### config.mk
export PLATFORM = sky130hd
export DESIGN_NAME = ball_move_arbiter
export DESIGN_NICKNAME = d
export VERILOG_FILES = /design/src/rtl/ball_move_arbiter.sv
export SDC_FILE = /design/constraint.sdc
export NUM_CORES = 1
export LEC_CHECK = 0
export CORE_ASPECT_RATIO = 0.8
export CORE_MARGIN = 8
export CORE_UTILIZATION = 53
export CTS_BUF_LIST = sky130_fd_sc_hd__clkbuf_8 sky130_fd_sc_hd__clkbuf_16
export DETAILED_ROUTE_END_ITERATION = 7
export PLACE_DENSITY = 0.8
export SLEW_MARGIN = 40
export SYNTH_ARGS = -nofsm -noshare
export SYNTH_HDL_FRONTEND = slang
export SYNTH_SLANG_ARGS = --single-unit
### constraint.sdc
create_clock -name clock -period 3.6 [get_ports clock]
set_clock_uncertainty 0.2 [all_clocks]
set_input_delay 1.08 -clock clock [delete_from_list [all_inputs] [get_ports clock]]
set_output_delay 1.08 -clock clock [all_outputs]
set_load 0.01 [all_outputs]
### src/rtl/ball_move_arbiter.sv
// Paces joystick or demo-pattern requests into one-step ball moves, sharing the
// ball between two players with round-robin arbitration and a valid/ready handshake.
module ball_move_arbiter #(
    parameter int TICK_DIV   = 524288,
    parameter int IDLE_TICKS = 256,
    parameter int HOR_FIELD  = 799,
    parameter int VER_FIELD  = 599,
    parameter int SIZE       = 25
) (
    input  logic        clock,
    input  logic        reset,
    input  logic        enable,
    input  logic [3:0]  control_a,
    input  logic [3:0]  control_b,
    input  logic [11:0] hor_pos,
    input  logic [10:0] ver_pos,
    input  logic        step_ready,
    output logic        step_valid,
    output logic [1:0]  step_dx,
    output logic [1:0]  step_dy,
    output logic [1:0]  grant,
    output logic        demo_active,
    output logic        tick,
    output logic        overrun
);
    localparam int CW = (TICK_DIV > 2) ? $clog2(TICK_DIV) : 1;
    localparam int IW = $clog2(IDLE_TICKS + 1);

    typedef enum logic {ST_IDLE, ST_ISSUE} state_t;

    state_t         state_reg, state_next;
    logic [CW-1:0]  cnt_reg;
    logic           tick_reg;
    logic           valid_reg, valid_next;
    logic [1:0]     dx_reg, dx_next;
    logic [1:0]     dy_reg, dy_next;
    logic [1:0]     grant_reg, grant_next;
    logic           last_b_reg, last_b_next;
    logic [IW-1:0]  idle_reg, idle_next;
    logic           demo_reg, demo_next;
    logic           ddx_neg_reg, ddx_neg_next;
    logic           ddy_neg_reg, ddy_neg_next;
    logic           overrun_reg, overrun_next;

    // Per-player decode: index 0 is player A, index 1 is player B.
    logic [3:0] ctrl [2];
    logic [1:0] req_dx [2];
    logic [1:0] req_dy [2];
    logic [1:0] req;

    assign ctrl[0] = control_a;
    assign ctrl[1] = control_b;

    genvar gi;
    generate
        for (gi = 0; gi < 2; gi++) begin : g_player
            logic [3:0] pressed;
            assign pressed = ~ctrl[gi];
            always_comb begin
                req_dx[gi] = 2'b00;
                req_dy[gi] = 2'b00;
                if (pressed[1] && !pressed[2])
                    req_dx[gi] = 2'b01;
                else if (pressed[2] && !pressed[1])
                    req_dx[gi] = 2'b11;
                if (pressed[3] && !pressed[0])
                    req_dy[gi] = 2'b01;
                else if (pressed[0] && !pressed[3])
                    req_dy[gi] = 2'b11;
            end
            assign req[gi] = (req_dx[gi] != 2'b00) || (req_dy[gi] != 2'b00);
        end
    endgenerate

    // Widened so the edge tests never wrap.
    logic [12:0] hor_ext, ver_ext;
    assign hor_ext = {1'b0, hor_pos};
    assign ver_ext = {2'b00, ver_pos};

    always_ff @(posedge clock) begin
        if (!reset) begin
            cnt_reg  <= '0;
            tick_reg <= 1'b0;
        end else begin
            tick_reg <= 1'b0;
            if (enable) begin
                if (cnt_reg == CW'(TICK_DIV - 1)) begin
                    cnt_reg  <= '0;
                    tick_reg <= 1'b1;
                end else begin
                    cnt_reg <= cnt_reg + 1'b1;
                end
            end
        end
    end

    always_ff @(posedge clock) begin
        if (!reset) begin
            state_reg   <= ST_IDLE;
            valid_reg   <= 1'b0;
            dx_reg      <= 2'b00;
            dy_reg      <= 2'b00;
            grant_reg   <= 2'b00;
            last_b_reg  <= 1'b1;
            idle_reg    <= '0;
            demo_reg    <= 1'b0;
            ddx_neg_reg <= 1'b0;
            ddy_neg_reg <= 1'b0;
            overrun_reg <= 1'b0;
        end else begin
            state_reg   <= state_next;
            valid_reg   <= valid_next;
            dx_reg      <= dx_next;
            dy_reg      <= dy_next;
            grant_reg   <= grant_next;
            last_b_reg  <= last_b_next;
            idle_reg    <= idle_next;
            demo_reg    <= demo_next;
            ddx_neg_reg <= ddx_neg_next;
            ddy_neg_reg <= ddy_neg_next;
            overrun_reg <= overrun_next;
        end
    end

    logic sel_b;
    logic flip_x, flip_y;

    always_comb begin
        state_next   = state_reg;
        valid_next   = valid_reg;
        dx_next      = dx_reg;
        dy_next      = dy_reg;
        grant_next   = grant_reg;
        last_b_next  = last_b_reg;
        idle_next    = idle_reg;
        demo_next    = demo_reg;
        ddx_neg_next = ddx_neg_reg;
        ddy_neg_next = ddy_neg_reg;
        overrun_next = overrun_reg;

        // A contest goes to whoever did not win the previous contest.
        sel_b  = req[1] && (!req[0] || !last_b_reg);
        flip_x = ddx_neg_reg ? (hor_ext <= 13'd1)
                             : (hor_ext + 13'(SIZE) >= 13'(HOR_FIELD - 1));
        flip_y = ddy_neg_reg ? (ver_ext <= 13'd1)
                             : (ver_ext + 13'(SIZE) >= 13'(VER_FIELD - 1));

        case (state_reg)
            ST_IDLE: begin
                if (tick_reg && enable) begin
                    if (req != 2'b00) begin
                        idle_next  = '0;
                        demo_next  = 1'b0;
                        if (req == 2'b11)
                            last_b_next = sel_b;
                        dx_next    = sel_b ? req_dx[1] : req_dx[0];
                        dy_next    = sel_b ? req_dy[1] : req_dy[0];
                        grant_next = sel_b ? 2'b10 : 2'b01;
                        valid_next = 1'b1;
                        state_next = ST_ISSUE;
                    end else if (demo_reg) begin
                        ddx_neg_next = ddx_neg_reg ^ flip_x;
                        ddy_neg_next = ddy_neg_reg ^ flip_y;
                        dx_next      = ddx_neg_next ? 2'b11 : 2'b01;
                        dy_next      = ddy_neg_next ? 2'b11 : 2'b01;
                        grant_next   = 2'b00;
                        valid_next   = 1'b1;
                        state_next   = ST_ISSUE;
                    end else if (idle_reg < IW'(IDLE_TICKS)) begin
                        idle_next = idle_reg + 1'b1;
                        if (idle_next == IW'(IDLE_TICKS))
                            demo_next = 1'b1;
                    end
                end
            end
            ST_ISSUE: begin
                if (tick_reg)
                    overrun_next = 1'b1;
                if (step_ready) begin
                    valid_next = 1'b0;
                    state_next = ST_IDLE;
                end
            end
            default: state_next = ST_IDLE;
        endcase
    end

    assign step_valid  = valid_reg;
    assign step_dx     = dx_reg;
    assign step_dy     = dy_reg;
    assign grant       = grant_reg;
    assign demo_active = demo_reg;
    assign tick        = tick_reg;
    assign overrun     = overrun_reg;
endmodule
==> run metrics <==
Layout Area Growth over Synthesis 25.6%; clock root cell clkbuf_8; Post-Route WL 6190 um; vias per cell 5.60; top cells by area, synth dfxtp_1 32%, ha_1 6.2%, nor2_1 5.9%; max incr delay on CP 0.49 ns; global-route wire length before repair 10,500 um; Row Count 23; switching pwr 219 uW; Largest register FFs 19; clock network power share 30.9%; DR iter-0 viols 123; H-Tree Depth 2; CTS hold repair buffers 0; # setup viols final 0; clock sink count 42; num ports 45; DR DRC count 0; met1 Usage GRT 21.0%; status completed; CTS clk-pin slew, worst paths 0.07 ns; crit path DAT 3.33 ns; PortBufs 44; antenna violations before repair 0; crit path kind primary input to register; final hold slack 0.276 ns; die area 7480 um^2; top cells by count, synth 42 x dfxtp_1, 41 x nor2_1, 34 x nand2_1; pwr dens 270 nW/um^2; unrepaired setup endpoints after global routing false; GRT met2 Usage 28.6%; chip height 79.0 um; CP Launch Type primary input; vias in the first global route 2,390; First-pass DRT Iterations 5; Slew HR 67.6%; postcts setup bufs 0; Clock Latency Late Sink 0.29 ns; Synth top area share 32.0%; sequential share of the synthesized area 32.0%; gr usage total 17.0%; Syn Std Cell Area 2630 um^2; maxcap violations 0; crit path capture type register; die width 94.7 um; Final Core Density 67.4%; vias 2,561; Comb power frac 16.5%; final hold violation count 0; post_cts resized 0; Slew Limit Fails 0; synth warn 0; Core Box Area 4890 um^2; post-layout min period 3.35 ns; fin nets 443; layout cell share with drive strength beyond 1 7.59%; CTS tree done; antenna cell count 0; part of the power in registers 52.6%; largest net degree at the start of global routing 26; ys flop type dfxtp_1; Pleak 1.25 nW; Least-Margin Pin Slew 0.485 ns; asr flop ratio synth 0%; Longest Clk Path Bufs 2; HPWL after detailed placement 4750 um; area leader, netlist dfxtp_1; Worst Path Max Fanout 4; Syn Inst Count 336; total clock buffers created by CTS 5; Starting Density 53.7%; top-count cell post-synth dfxtp_1; Max IR drop VDD 0.228 mV; Max Clk Rate 299 MHz; Sw Ratio 24.6%; Yosys cell types 56; Hold Crit Class register to register; RePlAce Congestion 0.928; synthesized net count 384; antenna-violating nets left 0; post-placement cell count 450; grt ovf 0; Tcrit/Tclk final 93.0%; Int Pwr 671 uW; non-filler cells, final 457; busiest grt layer met2; FF+latch count, synth 42; drt wl/cell 13.5 um; Mean Syn Cell Area 7.82 um^2; met3 usage 5.18%; WP data required 3.59 ns; slowest stage cell on the critical path or4_1; cell chain of the critical path clkdlybuf4s50_1, ha_1, a2111oi_0, a211oi_1, o22ai_2, a32oi_1, or4_1, a31oi_1, a21oi_1; Post-synth EDFFs 0
-- worst paths after layout --
kind	from	end	slack, ns	cells after the start
min	grant[1]$_SDFFE_PN0P_	grant[1]$_SDFFE_PN0P_	0.28	2
max	hor_pos[0]	step_dx[1]$_SDFFE_PN0P_	0.25	9
min reg2reg	grant[1]$_SDFFE_PN0P_	grant[1]$_SDFFE_PN0P_	0.28	2
max reg2reg	cnt_reg[7]$_SDFFE_PN0P_	cnt_reg[2]$_SDFFE_PN0P_	1.28	7
-- metrics by stage --
| step | cell area (um^2) | worst slack (ns) | setup TNS [ns] | total power, mW |
|---|---|---|---|---|
| after floorplan | 2630 | 0.529 | 0 | 0.551 |
| after global placement | 3220 | -0.0179 | -0.0179 | 0.623 |
| after detailed placement | 3220 | -0.0571 | -0.0597 | 0.625 |
| after CTS | 3300 | 0.259 | 0 | 0.900 |
| after global routing | 3300 | 0.113 | 0 | 0.942 |
| final | 3300 | 0.253 | 0 | 0.890 |
-- critical path, delay by kind of cell --
kind,cells,cell delay [ns]
compound gates,6,1.03
fa+ha+maj,1,0.26
buf+inv,1,0.46
simple gates,1,0.49
-- layout by cell type, fill, tap and decap left out, types with 3 or more instances in the layout --
cell type and n:
clkdlybuf4s50_1 44, dfxtp_1 42, nor2_1 41, nand2_1 34, o21ai_0 24, inv_1 16
a21oi_1 15, buf_4 14, nand3_1 13, xor2_1 13, ha_1 13, a21boi_0 11
and3_1 10, nor3_1 10, nand4_1 9, xnor2_1 8, a31oi_1 7, nor3b_1 6
nor2b_1 5, and2_1 5, clkbuf_8 5, nand4b_1 4, o32ai_1 3, a211oi_1 3
-- kinds of logic after synthesis --
| group | synth area share (%) |
|---|---|
| flip-flops | 32.0 |
| adder cells (fa/ha/maj) | 6.19 |
| AO/OA/AOI/OAI | 20.0 |
| AND/OR/NAND/NOR | 31.0 |
| XOR/XNOR | 7.00 |
| multiplexers | 0.810 |
| buffers and inverters | 3.05 |
-- final cells by class --
cell class | count | area, um^2
Clock buffer | 5 | 68.8
Inverter | 14 | 52.6
Multi-Input combinational cell | 274 | 1710
Fill cell | 444 | 1590
Sequential cell | 42 | 841
Timing Repair Buffer | 58 | 546
Clock inverter | 2 | 7.51
Tap cell | 62 | 77.6
-- layer usage --
layer,vias to the layer above,share of wire [%]
met5,-,0
met4,0,0.97
met3,8,4.9
met2,46,47
met1,1173,47
li1,1334,-
-- power by group through the flow --
stage / clock network (mW) / logic (mW) / registers, mW
2_1_floorplan: 0 / 0.0726 / 0.478
3_3_place_gp: 0 / 0.144 / 0.478
3_5_place_dp: 0 / 0.146 / 0.478
4_1_cts: 0.286 / 0.147 / 0.468
5_1_grt: 0.310 / 0.164 / 0.468
6_report: 0.275 / 0.147 / 0.468
Note: power is estimated with default switching activity, not from simulation.
